$ cat src/rtl/adder_rr_scheduler.sv
// Round-robin front end that shares one pipelined adder between two requesters.
// Defining ADDER_SCHED_STATS_EN adds saturating per-requester grant counters.
module adder_rr_scheduler #(
  parameter int DATA_W  = 8,
  parameter int LATENCY = 2
) (
  input  logic              clk,
  input  logic              rst,
  input  logic              req0,
  input  logic [DATA_W-1:0] a0,
  input  logic [DATA_W-1:0] b0,
  input  logic              cin0,
  input  logic              req1,
  input  logic [DATA_W-1:0] a1,
  input  logic [DATA_W-1:0] b1,
  input  logic              cin1,
  output logic              gnt0,
  output logic              gnt1,
  output logic [DATA_W-1:0] add_a,
  output logic [DATA_W-1:0] add_b,
  output logic              add_cin,
  output logic              add_vld,
  input  logic [DATA_W-1:0] add_sum,
  input  logic              add_cout,
  output logic              rsp_vld0,
  output logic              rsp_vld1,
  output logic [DATA_W-1:0] rsp_sum,
  output logic              rsp_cout,
  output logic [2:0]        inflight
`ifdef ADDER_SCHED_STATS_EN
  ,
  input  logic              stat_clr,
  output logic [7:0]        gcnt0,
  output logic [7:0]        gcnt1
`endif
);

  logic              ptr_q, ptr_d;
  logic [DATA_W-1:0] addA_q, addA_d;
  logic [DATA_W-1:0] addB_q, addB_d;
  logic              addCin_q, addCin_d;
  logic              addVld_q, addVld_d;
  logic              addId_q, addId_d;
  logic [LATENCY-1:0] tagVld_q, tagVld_d;
  logic [LATENCY-1:0] tagId_q, tagId_d;
  logic              rspVld0_q, rspVld0_d;
  logic              rspVld1_q, rspVld1_d;
  logic [DATA_W-1:0] rspSum_q, rspSum_d;
  logic              rspCout_q, rspCout_d;
  logic [2:0]        inflight_q, inflight_d;
  logic              gnt0Int, gnt1Int, grant, lastVld, lastId, rspAny;

  // ptr_q names the requester that wins a tie; grants are suppressed during reset.
  always_comb begin
    gnt0Int = 1'b0;
    gnt1Int = 1'b0;
    if (rst) begin
      if (req0 && (!req1 || !ptr_q)) gnt0Int = 1'b1;
      else if (req1)                  gnt1Int = 1'b1;
    end
  end

  assign grant   = gnt0Int | gnt1Int;
  assign lastVld = tagVld_q[LATENCY-1];
  assign lastId  = tagId_q[LATENCY-1];
  assign rspAny  = rspVld0_q | rspVld1_q;

  always_comb begin
    ptr_d     = ptr_q;
    addA_d    = addA_q;
    addB_d    = addB_q;
    addCin_d  = addCin_q;
    addVld_d  = grant;
    addId_d   = addId_q;
    if (gnt0Int) begin
      addA_d   = a0;
      addB_d   = b0;
      addCin_d = cin0;
      addId_d  = 1'b0;
      ptr_d    = 1'b1;
    end else if (gnt1Int) begin
      addA_d   = a1;
      addB_d   = b1;
      addCin_d = cin1;
      addId_d  = 1'b1;
      ptr_d    = 1'b0;
    end

    // The tag shadows the adder pipeline so each result finds its owner.
    tagVld_d    = tagVld_q;
    tagId_d     = tagId_q;
    tagVld_d[0] = addVld_q;
    tagId_d[0]  = addId_q;
    for (int i = 1; i < LATENCY; i++) begin
      tagVld_d[i] = tagVld_q[i-1];
      tagId_d[i]  = tagId_q[i-1];
    end

    rspVld0_d = lastVld & ~lastId;
    rspVld1_d = lastVld & lastId;
    rspSum_d  = rspSum_q;
    rspCout_d = rspCout_q;
    if (lastVld) begin
      rspSum_d  = add_sum;
      rspCout_d = add_cout;
    end

    inflight_d = inflight_q;
    case ({grant, rspAny})
      2'b10:   inflight_d = inflight_q + 3'd1;
      2'b01:   inflight_d = inflight_q - 3'd1;
      default: inflight_d = inflight_q;
    endcase
  end

  always_ff @(posedge clk) begin
    if (!rst) begin
      ptr_q      <= 1'b0;
      addA_q     <= '0;
      addB_q     <= '0;
      addCin_q   <= 1'b0;
      addVld_q   <= 1'b0;
      addId_q    <= 1'b0;
      tagVld_q   <= '0;
      tagId_q    <= '0;
      rspVld0_q  <= 1'b0;
      rspVld1_q  <= 1'b0;
      rspSum_q   <= '0;
      rspCout_q  <= 1'b0;
      inflight_q <= 3'd0;
    end else begin
      ptr_q      <= ptr_d;
      addA_q     <= addA_d;
      addB_q     <= addB_d;
      addCin_q   <= addCin_d;
      addVld_q   <= addVld_d;
      addId_q    <= addId_d;
      tagVld_q   <= tagVld_d;
      tagId_q    <= tagId_d;
      rspVld0_q  <= rspVld0_d;
      rspVld1_q  <= rspVld1_d;
      rspSum_q   <= rspSum_d;
      rspCout_q  <= rspCout_d;
      inflight_q <= inflight_d;
    end
  end

  assign gnt0     = gnt0Int;
  assign gnt1     = gnt1Int;
  assign add_a    = addA_q;
  assign add_b    = addB_q;
  assign add_cin  = addCin_q;
  assign add_vld  = addVld_q;
  assign rsp_vld0 = rspVld0_q;
  assign rsp_vld1 = rspVld1_q;
  assign rsp_sum  = rspSum_q;
  assign rsp_cout = rspCout_q;
  assign inflight = inflight_q;

`ifdef ADDER_SCHED_STATS_EN
  logic [7:0] gcnt0_q, gcnt0_d, gcnt1_q, gcnt1_d;

  // Clear wins over a same-cycle increment; counts stick at 255.
  always_comb begin
    gcnt0_d = gcnt0_q;
    gcnt1_d = gcnt1_q;
    if (stat_clr) begin
      gcnt0_d = 8'd0;
      gcnt1_d = 8'd0;
    end else begin
      if (gnt0Int && gcnt0_q != 8'hFF) gcnt0_d = gcnt0_q + 8'd1;
      if (gnt1Int && gcnt1_q != 8'hFF) gcnt1_d = gcnt1_q + 8'd1;
    end
  end

  always_ff @(posedge clk) begin
    if (!rst) begin
      gcnt0_q <= 8'd0;
      gcnt1_q <= 8'd0;
    end else begin
      gcnt0_q <= gcnt0_d;
      gcnt1_q <= gcnt1_d;
    end
  end

  assign gcnt0 = gcnt0_q;
  assign gcnt1 = gcnt1_q;
`endif

endmodule

$ cat config.mk
export PLATFORM = sky130hd
export DESIGN_NAME = adder_rr_scheduler
export DESIGN_NICKNAME = d
export VERILOG_FILES = /design/src/rtl/adder_rr_scheduler.sv
export SDC_FILE = /design/constraint.sdc
export NUM_CORES = 1
export LEC_CHECK = 0
export ABC_AREA = 1
export BUFFER_PORTS_ARGS = -buffer_cell sky130_fd_sc_hd__buf_2
export CORE_AREA = 5 5 67 69
export CTS_BUF_LIST = sky130_fd_sc_hd__clkbuf_16
export DETAILED_ROUTE_END_ITERATION = 8
export DIE_AREA = 0 0 72 74
export HOLD_SLACK_MARGIN = 0.06
export PLACE_DENSITY = 0.8
export SLEW_MARGIN = 0
export SYNTH_ARGS = -nofsm -noshare
export SYNTH_HDL_FRONTEND = slang
export SYNTH_SLANG_ARGS = --single-unit
$ cat constraint.sdc
create_clock -name clk -period 3.5 [get_ports clk]
set_clock_uncertainty 0.1 [all_clocks]
set_input_delay 0.35 -clock clk [delete_from_list [all_inputs] [get_ports clk]]
set_output_delay 0.35 -clock clk [all_outputs]
set_load 0.005 [all_outputs]
==> metrics.md <==
| Metric | Value |
|---|---|
| Area Overhead vs Synth | 30.8% |
| Fin Setup TNS | 0 ns |
| FP Rows | 23 |
| Final-report setup violation count | 0 |
| Placed inst area | 2180 sq um |
| Mean Syn Cell Area | 6.90 sq um |
| VDD IR max | 256 uV |
| Clk Latency, worst-skew pair | 0.28 ns |
| Power Dens Cells | 513 nW/um^2 |
| Slew HR | 60.8% |
| Design area | 2370 sq um |
| Synth top area cells | dfxtp_1 (42%), nor2_1 (12%), inv_1 (9.7%), nand2_1 (9.1%), a31oi_1 (5.9%) |
| Routed length per instance | 11.6 um |
| Worst-margin pin slew | 0.588 ns |
| Startpoint Class | flop |
| Multi-input combinational cell area | 761 sq um |
| Max_cap viols | 0 |
| CTS sink count | 38 |
| Hold Violations, Final | 0 |
| CTS H-tree lvls | 2 |
| First-pass GRT wire length | 7260 um |
| Critical path launch point | ptr_q |
| Max clock buf depth | 2 |
| Post-route minimum period | 2.23 ns |
| Flop and latch count out of synthesis | 38 |
| Largest delay share family, worst path | simple AND/OR/NAND/NOR gates |
| GRT Util Overall | 17.3% |
| # diodes | 0 |
| Post-CTS resize count | 0 |
| # IOs | 81 |
| Worst Hold Launch | add_sum[7] |
| CP Buf/Inv Count | 2 |
| Crit. End Element | flop |
| Height of the die | 74 um |
| Initial antenna violation count | 0 |
| IO buf count | 80 |
| RePlAce Congestion | 0.804 |
| EDFF count, synth | 0 |
| Delay of the slowest cell on the worst path | 0.37 ns |
| Count leader, synth | nor2_1 |
| Largest net degree at the start of global routing | 36 |
| TritonCTS clock tree | built |
| Die W | 72 um |
| Total grt overflow | 0 |
| Min Hold Slack | 0.191 ns |
| Starting density of the core | 47.0% |
| Top_reg_cell synth | dfxtp_1 |
| Most frequent cells after synthesis | nor2_1 (59), inv_1 (47), nand2_1 (44), dfxtp_1 (38) |
| Critical path type | reg -> reg |
| Distinct cells, synth | 25 |
| Post-CTS setup buffer count | 0 |
| Vias in the first global route | 1682 |
| Synthesized area | 1810 sq um |
| Total Routed Length | 4490 um |
| Fraction of layout cells with a size suffix above 1 | 27.9% |
| Core Area | 3860 sq um |
| Hold Path Class | in -> reg |
| Syn_nets | 312 |
| CTS Hold Bufs | 0 |
| P_leak | 1.37 nW |
| CP required | 3.58 ns |
| Worst r2r src | ptr_q |
| Residual DRC | 0 |
| Vias | 1822 |
| Net count reported at finish | 385 |
| Top cell type's share of synthesized area | 41.9% |
| Worst-path cell chain | nand2_2 > nand2_4 > a21o_1 > ha_1 > inv_1 > fa_1 > inv_1 > nand2_1 > nand3_1 > nand2_1 > nand2_1 > nor2_1 |
| FF/Latch Area | 761 sq um |
| Synth area leader | dfxtp_1 |
| CP dominant cell by count | nand2_1 |
| Worst-path fanout max | 20 |
| Seq/Total Area, Yosys | 41.9% |
| FILL cells | 376 |
| Max Fclk | 449 MHz |
| Iter 0 DRT Violations | 128 |
| Ys Warns | 0 |
| Clock root cell | clkbuf_16 |
| Vias per cell | 4.71 |
| Drt first pass iters | 4 |
| Max Slew Vio Count | 0 |
| CTS Buf Count | 5 |
| Outcome | finished clean |
| Final ANT Viol Nets | 0 |
| Crit path DAT | 2.30 ns |
| Post-synth ARST share | 0% |
| RSZ-0062 raised after global routing | no |
| Worst-path clk slew | 0.05 ns |
| Fin crit share | 63.6% |
| HPWL after DPL | 3230 um |
| Syn Inst Count | 263 |
| Die ar. | 5330 sq um |
| Max stage delay cell, worst path | fa_1 |
## where the power goes
part / internal [mW] / switching [mW] / total (mW)
Clock: 0.405 / 0.167 / 0.572
Sequential: 0.463 / 0.0162 / 0.480
Combinational: 0.0715 / 0.0945 / 0.166
## layout by cell type (no fill, tap or decap), drive strengths merged
| cell | instances |
|---|---|
| nand3 | 2 |
| nand4 | 17 |
| a31oi | 17 |
| dfxtp | 38 |
| buf | 82 |
| clkbuf | 5 |
| nor2 | 59 |
| clkinv | 2 |
| bufinv | 2 |
| a21o | 1 |
| fa | 1 |
| a21oi | 2 |
| o21ai | 12 |
| inv | 48 |
| nor3 | 1 |
| nand2 | 46 |
| ha | 1 |
| or2 | 1 |
## per-layer routing
metal	GRT usage, %	vias to the layer above	routed length, um
li1	-	963	-
met1	22.1	779	1930
met2	27.3	73	2030
met3	6.76	7	485
met4	5.22	0	49
met5	0	-	0
## per-stage QoR
stage | utilization [%] | instances | total power, mW | setup slack (ns)
2_1_floorplan | - | 263 | 0.590 | 1.51
3_3_place_gp | 56.6 | 379 | 0.650 | 1.23
3_5_place_dp | 56.6 | 379 | 0.655 | 1.12
4_1_cts | 61.5 | 387 | 1.23 | 1.27
5_1_grt | 61.5 | 387 | 1.28 | 1.06
6_report | 61.5 | 387 | 1.22 | 1.27
## worst paths after layout
check                 to  slack, ns  cells past startpoint
max reg2reg  inflight[2]       1.27                     12
min reg2reg  tagVld_q[1]       0.31                      2
max          inflight[2]       1.27                     12
min           rsp_sum[7]       0.19                      3
## flip-flops by register name (all words and copies together) (netlist names)
register	count
addId_q	1
add_a	8
add_b	8
add_cin	1
add_vld	1
inflight	3
ptr_q	1
rsp_cout	1
rsp_sum	8
rsp_vld0	1
rsp_vld1	1
tagId_q	2
tagVld_q	2
## tightest hold or removal path, cell delays in order
cell    delay, ns
buf_2        0.07
nor2_1       0.03
nor2_1       0.08
## cell type report
| class | instances | share of cell area [%] |
|---|---|---|
| inverter | 49 | 7.75 |
| clock inverter | 3 | 2.69 |
| clock buffer | 5 | 5.27 |
| sequential | 38 | 32.1 |
| multi-input combinational | 160 | 32.1 |
| timing repair buffer | 82 | 17.5 |
| tap | 50 | 2.64 |
## cell families (layout without fill, tap and decap cells)
group / count (synthesis) / after routing / share of synthesized area, %
AND/OR/NAND/NOR: 126 / 126 / 30.0
AO/OA/AOI/OAI: 32 / 32 / 10.1
buffers and inverters: 65 / 139 / 16.1
adder cells (fa/ha/maj): 2 / 2 / 1.79
flip-flops: 38 / 38 / 41.9
Note: power is estimated with default switching activity, not from simulation.
